===== config.mk =====
export PLATFORM = sky130hd
export DESIGN_NAME = hex_scan_ctrl_flat
export DESIGN_NICKNAME = d
export VERILOG_FILES = /design/src/rtl/hex_scan_if.sv /design/src/rtl/hex_scan_ctrl.sv /design/src/flat_wrapper.sv
export SDC_FILE = /design/constraint.sdc
export NUM_CORES = 1
export LEC_CHECK = 0
export ABC_CLOCK_PERIOD_IN_PS = 8310
export CAP_MARGIN = 20
export CORE_MARGIN = 10
export CORE_UTILIZATION = 55
export DETAILED_ROUTE_END_ITERATION = 7
export PLACE_DENSITY = 0.78
export SYNTH_ARGS = -nofsm -noshare
export SYNTH_HDL_FRONTEND = slang
export SYNTH_SLANG_ARGS = --single-unit

===== constraint.sdc =====
create_clock -name clk -period 8.31 [get_ports clk]
set_input_delay 1.662 -clock clk [delete_from_list [all_inputs] [get_ports clk]]
set_output_delay 1.662 -clock clk [all_outputs]
set_load 0.05 [all_outputs]

===== src/rtl/hex_scan_if.sv =====
// Load handshake between the register-view path and the hex scan controller.
// The master offers display words and the slave accepts them into its pending slot.
interface hex_scan_if #(
    parameter int NUM_DIGITS = 8
) ();
    logic                    load_valid;
    logic [4*NUM_DIGITS-1:0] load_data;
    logic                    load_ready;

    modport master (
        output load_valid,
        output load_data,
        input  load_ready
    );

    modport slave (
        input  load_valid,
        input  load_data,
        output load_ready
    );
endinterface


===== src/rtl/hex_scan_ctrl.sv =====
// Multiplexed common-anode seven-segment scanner with frame-aligned word commit.
// Optional HEX_SCAN_GHOST_BLANK_EN darkens the anodes for 2 cycles at slot start.
module hex_scan_ctrl #(
    parameter int NUM_DIGITS  = 8,
    parameter int REFRESH_DIV = 50000,
    parameter int DIV_W       = 16
) (
    input  logic                  clk,
    input  logic                  reset,
    hex_scan_if.slave             ld,
    input  logic                  blank_lz,
    output logic [NUM_DIGITS-1:0] digit_sel,
    output logic [6:0]            segs
);
    localparam int IDX_W = (NUM_DIGITS > 1) ? $clog2(NUM_DIGITS) : 1;
    localparam int W     = 4 * NUM_DIGITS;
    localparam logic [6:0] DASH  = 7'b0111111;
    localparam logic [6:0] BLANK = 7'b1111111;

    logic [DIV_W-1:0] cnt, cnt_nxt;
    logic [IDX_W-1:0] idx, idx_nxt;
    logic [W-1:0]     pending, shown, shown_nxt;
    logic             pending_full, pf_nxt;
    logic             shown_valid, sv_nxt;
    logic             tick, wrap, commit, accept;
    logic             zf;
    logic [NUM_DIGITS-1:0] zero_from;
    logic [3:0]       nib;
    logic [6:0]       segs_nxt;
    logic [NUM_DIGITS-1:0] sel_nxt;

    function automatic logic [6:0] hex7(input logic [3:0] n);
        logic [6:0] s;
        unique case (n)
            4'h0: s = 7'b1000000;
            4'h1: s = 7'b1111001;
            4'h2: s = 7'b0100100;
            4'h3: s = 7'b0110000;
            4'h4: s = 7'b0011001;
            4'h5: s = 7'b0010010;
            4'h6: s = 7'b0000010;
            4'h7: s = 7'b1111000;
            4'h8: s = 7'b0000000;
            4'h9: s = 7'b0010000;
            4'hA: s = 7'b0001000;
            4'hB: s = 7'b0000011;
            4'hC: s = 7'b1000110;
            4'hD: s = 7'b0100001;
            4'hE: s = 7'b0000110;
            4'hF: s = 7'b0001110;
        endcase
        return s;
    endfunction

    always_comb begin
        tick    = (cnt == DIV_W'(REFRESH_DIV - 1));
        wrap    = tick && (idx == IDX_W'(NUM_DIGITS - 1));
        commit  = wrap && pending_full;
        accept  = ld.load_valid && ld.load_ready;
        cnt_nxt = tick ? '0 : cnt + 1'b1;
        if (wrap)
            idx_nxt = '0;
        else if (tick)
            idx_nxt = idx + 1'b1;
        else
            idx_nxt = idx;
        shown_nxt = commit ? pending : shown;
        sv_nxt    = shown_valid | commit;
        if (commit)
            pf_nxt = 1'b0;
        else if (accept)
            pf_nxt = 1'b1;
        else
            pf_nxt = pending_full;
    end

    // zero_from[k]: nibbles k..top of the word about to be shown are all zero
    always_comb begin
        zf        = 1'b1;
        zero_from = '0;
        for (int k = NUM_DIGITS - 1; k >= 0; k--) begin
            zf           = zf & (shown_nxt[4*k +: 4] == 4'h0);
            zero_from[k] = zf;
        end
    end

    always_comb begin
        nib = shown_nxt[{idx_nxt, 2'b00} +: 4];
        if (!sv_nxt)
            segs_nxt = DASH;
        else if (blank_lz && idx_nxt != '0 && zero_from[idx_nxt])
            segs_nxt = BLANK;
        else
            segs_nxt = hex7(nib);
        sel_nxt = ~(NUM_DIGITS'(1) << idx_nxt);
`ifdef HEX_SCAN_GHOST_BLANK_EN
        if (cnt_nxt < DIV_W'(2))
            sel_nxt = '1;
`endif
    end

    always_ff @(posedge clk) begin
        if (reset) begin
            cnt           <= '0;
            idx           <= '0;
            pending       <= '0;
            pending_full  <= 1'b0;
            shown         <= '0;
            shown_valid   <= 1'b0;
            ld.load_ready <= 1'b1;
            segs          <= DASH;
`ifdef HEX_SCAN_GHOST_BLANK_EN
            digit_sel     <= '1;
`else
            digit_sel     <= ~(NUM_DIGITS'(1));
`endif
        end else begin
            cnt           <= cnt_nxt;
            idx           <= idx_nxt;
            if (accept)
                pending   <= ld.load_data;
            pending_full  <= pf_nxt;
            shown         <= shown_nxt;
            shown_valid   <= sv_nxt;
            ld.load_ready <= ~pf_nxt;
            segs          <= segs_nxt;
            digit_sel     <= sel_nxt;
        end
    end
endmodule


===== src/flat_wrapper.sv =====
// flat-port wrapper written by rule: the top's interface ports become plain ports
module hex_scan_ctrl_flat 
#(
    parameter int NUM_DIGITS  = 8,
    parameter int REFRESH_DIV = 50000,
    parameter int DIV_W       = 16
)
  (clk, reset, blank_lz, digit_sel, segs, ld_load_valid, ld_load_data, ld_load_ready);
  hex_scan_if #(.NUM_DIGITS(NUM_DIGITS)) ld_i ();
  input  logic clk;
  input  logic reset;
  input  logic blank_lz;
  output logic [NUM_DIGITS-1:0] digit_sel;
  output logic [6:0] segs;
  input wire logic [$bits(ld_i.load_valid)-1:0] ld_load_valid;
  input wire logic [$bits(ld_i.load_data)-1:0] ld_load_data;
  output wire logic [$bits(ld_i.load_ready)-1:0] ld_load_ready;
  assign ld_i.load_valid = ld_load_valid;
  assign ld_i.load_data = ld_load_data;
  assign ld_load_ready = ld_i.load_ready;
  hex_scan_ctrl #(.NUM_DIGITS(NUM_DIGITS), .REFRESH_DIV(REFRESH_DIV), .DIV_W(DIV_W)) u_core (.clk(clk), .reset(reset), .ld(ld_i), .blank_lz(blank_lz), .digit_sel(digit_sel), .segs(segs));
endmodule

; ---- Word level (Yosys, flattened, before mapping)
; Memories as Yosys holds them, arrays and structs flattened.
; Cells that the tools add are included.
[word_totals]
elab_cells = 54
input_bits = 36
rom_bits = 112
ff_bits = 101
n_memories = 1
out_inout_bits = 16
[op_classes]
eq_ne = 2
addsub = 2
n_bitwise = 11
mux = 8
reduce_logical = 17
shift = 2
magnitude_cmp = 1
[mem_list]
columns = name, words, width, rd, rd_ports_with_merged_regs, write_ports, line
row1 = (name not given), 16, 7, 1, 0, 0, hex_scan_ctrl.sv:34  ; unique case (n)
[op_table]
columns = op, n
row1 = 4-bit logical NOT, 8
row2 = 32-bit two-way mux, 1
row3 = 32-bit by 6-bit indexed part select with 4-bit output, 1
row4 = 16-bit by 1-bit adder with 16-bit output (second input constant), 1
row5 = 16-bit equality test (second input constant), 1
row6 = 8-bit NOT, 1
row7 = 1-bit by 3-bit left shift with 8-bit output (first input constant), 1
row8 = 1-bit bitwise AND, 7
row9 = 7-bit two-way mux, 1
row10 = 3-bit two-way mux, 2
row11 = 1-bit logical AND, 5
row12 = 3-bit by 4-bit < comparator with 1-bit output (second input constant), 1
row13 = 2-bit OR reduction, 2
row14 = 3-bit by 1-bit adder with 3-bit output (second input constant), 1
row15 = 1-bit binary-select mux with 3-bit select, 1
row16 = 3-bit equality test (second input constant), 1
row17 = 1-bit two-way mux, 3
row18 = 3-bit nonzero test, 1
row19 = 3-bit OR reduction, 1
row20 = 1-bit NOT, 2
row21 = 1-bit OR, 1

; ---- Longest topological paths before layout
; Gate-level depths: netlist of the first run.
[logic_depth]
word_depth = 16
ltp_mapped = 18

; ---- Worst setup path after synthesis of the first run
; OpenSTA, ideal clock, no wires.
[synth_path]
path_kind = register to register
from = register u_core.cnt[0]
to = register u_core.segs[0]
path_stages_with_launch = 19
setup_ps = 69
arrival_time_ps = 2998
setup_slack_ps = 5243
required_ps = 8241
path_cell_list = dfxtp_1 > ha_1 > and3_1 > buf_2 > and4_1 > buf_6 > buf_6 > mux2_4 > buf_6 > nand2_1 > a31oi_1 > a311oi_2 > nor2_2 > inv_1 > ha_1 > nor2_1 > a221oi_1 > a21oi_1 > o21ai_1
[synth_between]
elab_chain_len = 16
elab_cells_between_ends = 31
[synth_rtl]
columns = item, line
row1 = from (decl), hex_scan_ctrl.sv:20  ; logic [DIV_W-1:0] cnt, cnt_nxt;
row2 = from (signal assigned), hex_scan_ctrl.sv:118  ; cnt <= cnt_nxt;
row3 = 16-bit equality test (*), hex_scan_ctrl.sv:56  ; tick = (cnt == DIV_W'(REFRESH_DIV - 1));
row4 = 1-bit logical AND, hex_scan_ctrl.sv:57  ; wrap = tick && (idx == IDX_W'(NUM_DIGITS - 1));
row5 = 1-bit logical AND, hex_scan_ctrl.sv:58  ; commit = wrap && pending_full;
row6 = 32-bit two-way mux, hex_scan_ctrl.sv:67  ; shown_nxt = commit ? pending : shown;
row7 = 4-bit logical NOT, hex_scan_ctrl.sv:82  ; zf = zf & (shown_nxt[4*k +: 4] == 4'h0);
row8 = 1-bit bitwise AND (7 in a row), hex_scan_ctrl.sv:82
row9 = 1-bit binary-select mux with 3-bit select, hex_scan_ctrl.sv:91  ; else if (blank_lz && idx_nxt != '0 && zero_from[idx_nxt])
row10 = 1-bit two-way mux (not written as such), hex_scan_ctrl.sv:91
row11 = 1-bit logical AND, hex_scan_ctrl.sv:91
row12 = 3-bit OR reduction (no line), --
row13 = to (signal assigned), hex_scan_ctrl.sv:126  ; segs <= segs_nxt;
row14 = to (decl), hex_scan_ctrl.sv:13  ; output logic [6:0] segs
; Mark *: on every way between the ends. The rest lies on a longest branch, timed or not. The select of a mux whose other input is x is not followed.
; A chain may end at the register's enable or synchronous reset.

; ---- Worst setup path after layout of the first run
; Same ends and word-level chain as after synthesis.

==> results.md, run 1 <==
- Synth Flop Type: dfxtp_1
- RSZ-0062 raised after global routing: no
- Final #Nets: between 600 and 700
- Min-Delay Path Class: register to register
- Maximum clock frequency: 250 MHz
- Yosys warns: 0
- Routed wire length: between 10000 and 15000 um
- FP Rows: 33
- Postcts setup bufs: 0
- CP dominant cell by count: ha_1
- Worst Path Required: approximately 8600 ps
- Final WS setup: around 4300 ps
- Status: complete, no violations
- Final Skew: just over 20 ps
- WL met1: slightly below 5000 um
- Bufs on Longest Clock Path: 2
- Worst R2R Start: u_core.cnt[0]
- Fillers: 718
- Net Count, Synth: between 500 and 600
- DP Cell Count: between 600 and 700
- Gr usage total: 0.166
- First-pass GRT wire length: about 18000 um
- Mean Syn Cell Area: about 8.4 um2
- Area grow syn2layout: 15.3%
- Internal reg-to-reg setup slack: between 4000 and 5000 ps
- Final Cycle Share: 0.481
- 1st-pass router iterations: 7
- Num CTS Buffers: 9
- R2R Path End: u_core.segs[0]
- DR WL met2: approximately 5000 um
- Die height: about 110 um
- Total chip power: 882 uW
- Iter 0 DRT Violations: about 320
- Dpl ws: 4350 ps
- IO Port Bufs: 51
- Core outline area: around 0.008 mm2
- Pins Over Slew Limit: 0
- Worst hold start: u_core.cnt[0]
- Number of enable flip-flop cells after synthesis: 0
- Clock transition at the registers of the reported paths: 110 ps
- CTS root buf: clkbuf_8
- Mean number of vias per cell: 5.81
- Largest net degree at the start of global routing: 74
- Yosys reg bits: between 100 and 150
- DRC viols: 0
- Final setup viols: 0
- Post-synth top area share: 0.440
- Clk_lat worst skew: roughly 380 ps
- Post-synthesis sequential area ratio: 0.440
- Slowest stage cell, crit path: a21oi_2
- DRT antenna net count: 0
- Hold path endpoint: u_core.cnt[0]
- Post-cts sizing count: 0
- Post-synth top cells: nand2_1, dfxtp_1, a21oi_1
- Number of global-route vias before repair: between 3000 and 4000
- Element type at the critical path start: register
- Max H-tree Level: 3
- Hold Path Stages: 1
- CP endpoint kind: register
- Mapped Cells: 545
- Clock sink total: just over 100
- Fraction of layout cells with a size suffix above 1: 0.0792
- Slowest cell delay on critical path: slightly above 900 ps
- Leak pwr: between 1.5 and 2 nW
- Full die area: ~0.012 mm2
- Hold Slack: ~460 ps
- Via count: approximately 4000
- Mapped Area: roughly 0.0046 mm2
- Final Non-Filler Cells: approximately 690
- Initial antenna violation count: 0
- Met3 WL: 707 um
- Count leader, synth: nand2_1
- R2R cell count: 13
- Synth top area cells: dfxtp_1, nand2_1, a21oi_1, mux2i_1, nand3_1
- Diode count: 0
- Max IR drop VDD: ~110 uV
- CP Data Arrival Time: between 4000 and 5000 ps
- Final Hold Vio Count: 0
- P per Cell Area: about 170 mW/mm2
- CTS tree: done
- Routed WL per cell: 15.7 um
- Crit path time final: roughly 4000 ps
- Synth area leader: dfxtp_1
- Critical path class: register to register
- Setup TNS: 0 ps
- Crit path max fanout: 20
- Chip width: ~110 um
- Hpwl dp: approximately 7700 um
- Overflow after GRT: 0
- Cts hold-fix bufs: 0
- Unique masters post-synth: 56
- I/O pin cnt: 52
- Max Cap Viol: 0
- Max layer used: met4
- Relative slew slack: 0.341
- GPL Wtd Cong: between 0.8 and 0.9
- CP Cell Sequence: ha_1, and3_1, nand4_1, a21oi_2, a31oi_1, a311oi_2, nor2_2, inv_1, ha_1, nor2_1, a221oi_1, a21oi_1, o21ai_1
- Async SR Flop Fraction: 0
- Least-Margin Pin Slew: between 900 and 1000 ps
- Starting density of the core: 0.562
## report_power, final
| part | switching (mW) | leakage [nW] | total, mW | internal (mW) |
|---|---|---|---|---|
| clock | 0.174 | 0.0951 | 0.323 | 0.149 |
| sequential | 0.0102 | 0.820 | 0.505 | 0.495 |
| combinational | 0.0274 | 1.01 | 0.0536 | 0.0262 |
| total | 0.212 | 1.92 | 0.882 | 0.670 |
## routing by layer
layer  vias to the layer above  global-route usage
li1                       1970                   -
met4                         0              0.0720
met1                      1847               0.207
met3                        26              0.0386
met2                       145               0.266
met5                         -                   0
## cells by family (layout without fill, tap and decap cells)
logic type	count (synthesis)	after routing	synth area share
AOI/OAI and AO/OA	111	111	0.141
muxes	25	25	0.0670
xor gates and xnor gates	15	15	0.0286
adders and majority gates	9	9	0.0245
DFF	101	101	0.440
buffers and inverters	45	81	0.0471
and+or+nand+nor	239	239	0.252
## critical path, delay by kind of cell, from the launching register on
family,cells,cell delay [ps]
adders and majority gates,2,420
buffers and inverters,1,160
AOI/OAI and AO/OA,6,1850
DFF,1,370
and+or+nand+nor,4,1130
## area by class of cell
class | count | area (um2) | area share
timing repair buffer | 55 | 543 | 0.102
clock inverter | 6 | 70.1 | 0.0132
inverter | 10 | 37.5 | 0.00708
tap | 105 | 131 | 0.0248
clock buffer | 10 | 138 | 0.0260
multi-input combinational | 399 | 2360 | 0.445
sequential | 101 | 2020 | 0.381
## placed cells by master, fill, tap and decap left out, types with 3 or more instances in the layout
| master | instances |
|---|---|
| ha_1 | 9 |
| a21oi_1 | 67 |
| mux2i_1 | 17 |
| o41ai_1 | 4 |
| nor4_1 | 11 |
| buf_4 | 3 |
| dfxtp_1 | 101 |
| xnor2_1 | 7 |
| nand2_1 | 113 |
| a31oi_1 | 4 |
| xor2_1 | 8 |
| nand3_1 | 30 |
| clkinvlp_4 | 3 |
| mux2i_4 | 3 |
| nand4_1 | 15 |
| inv_1 | 9 |
| mux2_4 | 3 |
| clkbuf_8 | 10 |
| nor2_1 | 37 |
| nand4_2 | 6 |
| clkdlybuf4s50_1 | 50 |
| and3_1 | 7 |
| o21ai_0 | 17 |
| o21ai_1 | 3 |
## through the flow
step	cell area, um2	util
global placement	5080	0.621
detailed placement	5080	0.621
CTS	5290	0.646
finish	5300	0.648
floorplan	4600	-
global route	5300	0.648
## how the worst max path moves through the flow
stage,depth (start not counted),endpoint,startpoint
after floorplan,18,u_core.segs[0],u_core.cnt[0]
after global placement,13,u_core.segs[0],u_core.cnt[0]
after detailed placement,13,u_core.segs[0],u_core.cnt[0]
after CTS,13,u_core.segs[0],u_core.cnt[0]
after global routing,13,u_core.segs[0],u_core.cnt[0]
final,13,u_core.segs[0],u_core.cnt[0]
## sequential cells by signal, indices dropped and copies added (netlist names)
| name | flops |
|---|---|
| u_core.ld.load_ready | 1 |
| u_core.pending | 32 |
| u_core.shown | 32 |
| u_core.cnt | 16 |
| u_core.idx | 3 |
| u_core.pending_full | 1 |
| u_core.shown_valid | 1 |
| u_core.digit_sel | 8 |
| u_core.segs | 7 |
No activity file was read; power rests on OpenSTA's default activity.
==> run 2: changes to the inputs <==
--- a/config.mk
+++ b/config.mk
@@ -5,12 +5,12 @@
 export SDC_FILE = /design/constraint.sdc
 export NUM_CORES = 1
 export LEC_CHECK = 0
-export ABC_CLOCK_PERIOD_IN_PS = 8310
+export ABC_CLOCK_PERIOD_IN_PS = 3400
 export CAP_MARGIN = 20
 export CORE_MARGIN = 10
-export CORE_UTILIZATION = 55
+export CORE_UTILIZATION = 51
 export DETAILED_ROUTE_END_ITERATION = 7
-export PLACE_DENSITY = 0.78
+export PLACE_DENSITY = 0.76
 export SYNTH_ARGS = -nofsm -noshare
 export SYNTH_HDL_FRONTEND = slang
 export SYNTH_SLANG_ARGS = --single-unit
==> constraint.sdc (replaced) <==
create_clock -name clk -period 3.4 [get_ports clk]
set_input_delay 0.68 -clock clk [delete_from_list [all_inputs] [get_ports clk]]
set_output_delay 0.68 -clock clk [all_outputs]
set_load 0.05 [all_outputs]
==> results.md, run 2 (synthesis results as in run 1) <==
- Routed wire length: between 10000 and 15000 um
- R2R cell count: 13
- Bufs on Longest Clock Path: 2
- GPL Wtd Cong: between 0.9 and 1
- Clk_lat worst skew: between 300 and 400 ps
- Most frequent cells in the layout: nand2_1, dfxtp_1, a21oi_1
- Status: complete, no violations
- Element type at the critical path start: register
- P per Cell Area: 379 mW/mm2
- Hold Path Stages: 1
- DRT antenna net count: 0
- Final setup viols: 0
- Gr usage total: 0.176
- Total chip power: between 2 and 2.5 mW
- Setup TNS: 0 ps
- Starting density of the core: 0.525
- CP dominant cell by count: ha_1
- CP endpoint kind: register
- Full die area: between 0.01 and 0.015 mm2
- Overflow after GRT: 0
- Relative slew slack: 0.349
- Worst Path Required: around 3700 ps
- Hold Slack: about 460 ps
- Number of global-route vias before repair: ~4000
- First-pass GRT wire length: 19200 um
- CP Data Arrival Time: 3490 ps
- Register Area: around 0.002 mm2
- Num CTS Buffers: 9
- Max Cap Viol: 0
- Core outline area: just under 0.009 mm2
- Fraction of layout cells with a size suffix above 1: 0.111
- Area taken by multi-input logic gates: between 0.002 and 0.0025 mm2
- Post-layout util: 0.619
- CP Cell Sequence: ha_1, and3_2, and4_4, mux2i_4, nand3_1, a311oi_2, nor2_2, inv_1, ha_1, nor2_1, a221oi_1, a21oi_1, o21ai_1
- FP Rows: 34
- Fillers: 775
- Crit path time final: 3190 ps
- Crit path max fanout: 8
- Diode count: 0
- Die height: ~110 um
- Met2 Resource Use GR: 0.290
- Area grow syn2layout: 18.0%
- Pins Over Slew Limit: 0
- Final Skew: around 9.1 ps
- Buf+Inv Stages, Crit Path: 1
- DRC viols: 0
- Internal reg-to-reg setup slack: approximately 210 ps
- Hpwl dp: approximately 8200 um
- Routed WL per cell: 16.2 um
- GR Util met1: 0.218
- CP Depth: 13
- Max H-tree Level: 3
- Leak pwr: around 2 nW
- Final #Nets: approximately 640
- Via count: slightly above 4000
- Final Hold Vio Count: 0
- I/O pin cnt: 52
- Clock sink total: roughly 100
- Least-Margin Pin Slew: 973 ps
- Critical path class: register to register
- Met3 Resource Use GR: 0.0510
- IO Port Bufs: slightly above 50
- Final Cycle Share: 0.938
- Maximum clock frequency: 313 MHz
- Min-Delay Path Class: register to register
- CTS tree: done
- 1st-pass router iterations: 5
- CTS root buf: clkbuf_8
- Iter 0 DRT Violations: approximately 360
- Initial antenna violation count: 0
- Kind of cell adding the most delay to the critical path: simple AND/OR/NAND/NOR gates
- Largest net degree at the start of global routing: 50
- Clock transition at the registers of the reported paths: 90 ps
- Chip width: 115 um
- Commonest non-fill, non-tap cell in the layout: nand2_1
- Slowest cell delay on critical path: roughly 400 ps
- Top Usage Layer GRT: met2
- Mean number of vias per cell: 5.75
- Slowest stage cell, crit path: a311oi_2
- Top Registers: u_core.pending (32), u_core.shown (32), u_core.cnt (16)
- Cts hold-fix bufs: 0
- Max IR drop VDD: between 200 and 250 uV
==> run 2: where the power goes <==
part | leakage, nW | switching (mW) | internal [mW]
registers | 0.820 | 0.0252 | 1.21
clock network | 0.0808 | 0.409 | 0.283
logic | 1.10 | 0.0661 | 0.0627
total | 2.01 | 0.500 | 1.56
==> run 2: layer usage <==
layer	up-vias	part of all wire
met1	1884	0.44
li1	1999	-
met5	-	0
met3	23	0.069
met4	0	0.017
met2	148	0.47
==> run 2: what timing repair did <==
item                       in CTS  in global routing
setup endpoints to repair       1                  6
buffers inserted                0                  6
gates resized for setup         1                  6
pin swaps                       0                  0
==> run 2: path summary, 6_finish.rpt <==
kind,startpoint,end
max reg2reg,u_core.cnt[0],u_core.segs[0]
max,u_core.cnt[0],u_core.segs[0]
min reg2reg,u_core.cnt[0],u_core.cnt[0]
min,u_core.cnt[0],u_core.cnt[0]
==> run 2: area by class of cell <==
class                           instances  share of cell area
Sequential cell                       101               0.373
Clock buffer                           10              0.0254
Inverter                               10             0.00692
Timing Repair Buffer                   72               0.125
Tap cell                              108              0.0249
Clock inverter                          5             0.00669
Multi-Input combinational cell        399               0.439
==> run 2: metrics by stage <==
stage,std cells,worst slack (ps),area [um2]
global route,705,-9.36,5420
CTS,699,57.8,5360
floorplan,545,333,4600
finish,705,209,5420
global placement,684,163,5180
detailed placement,684,32.0,5180
==> run 3: changes to the inputs <==
--- a/config.mk
+++ b/config.mk
@@ -6,7 +6,6 @@
 export NUM_CORES = 1
 export LEC_CHECK = 0
 export ABC_CLOCK_PERIOD_IN_PS = 3400
-export CAP_MARGIN = 20
 export CORE_MARGIN = 10
 export CORE_UTILIZATION = 51
 export DETAILED_ROUTE_END_ITERATION = 7
==> results of run 3 <==
No change in the layout: final DEF, timing and power equal those of run 2.
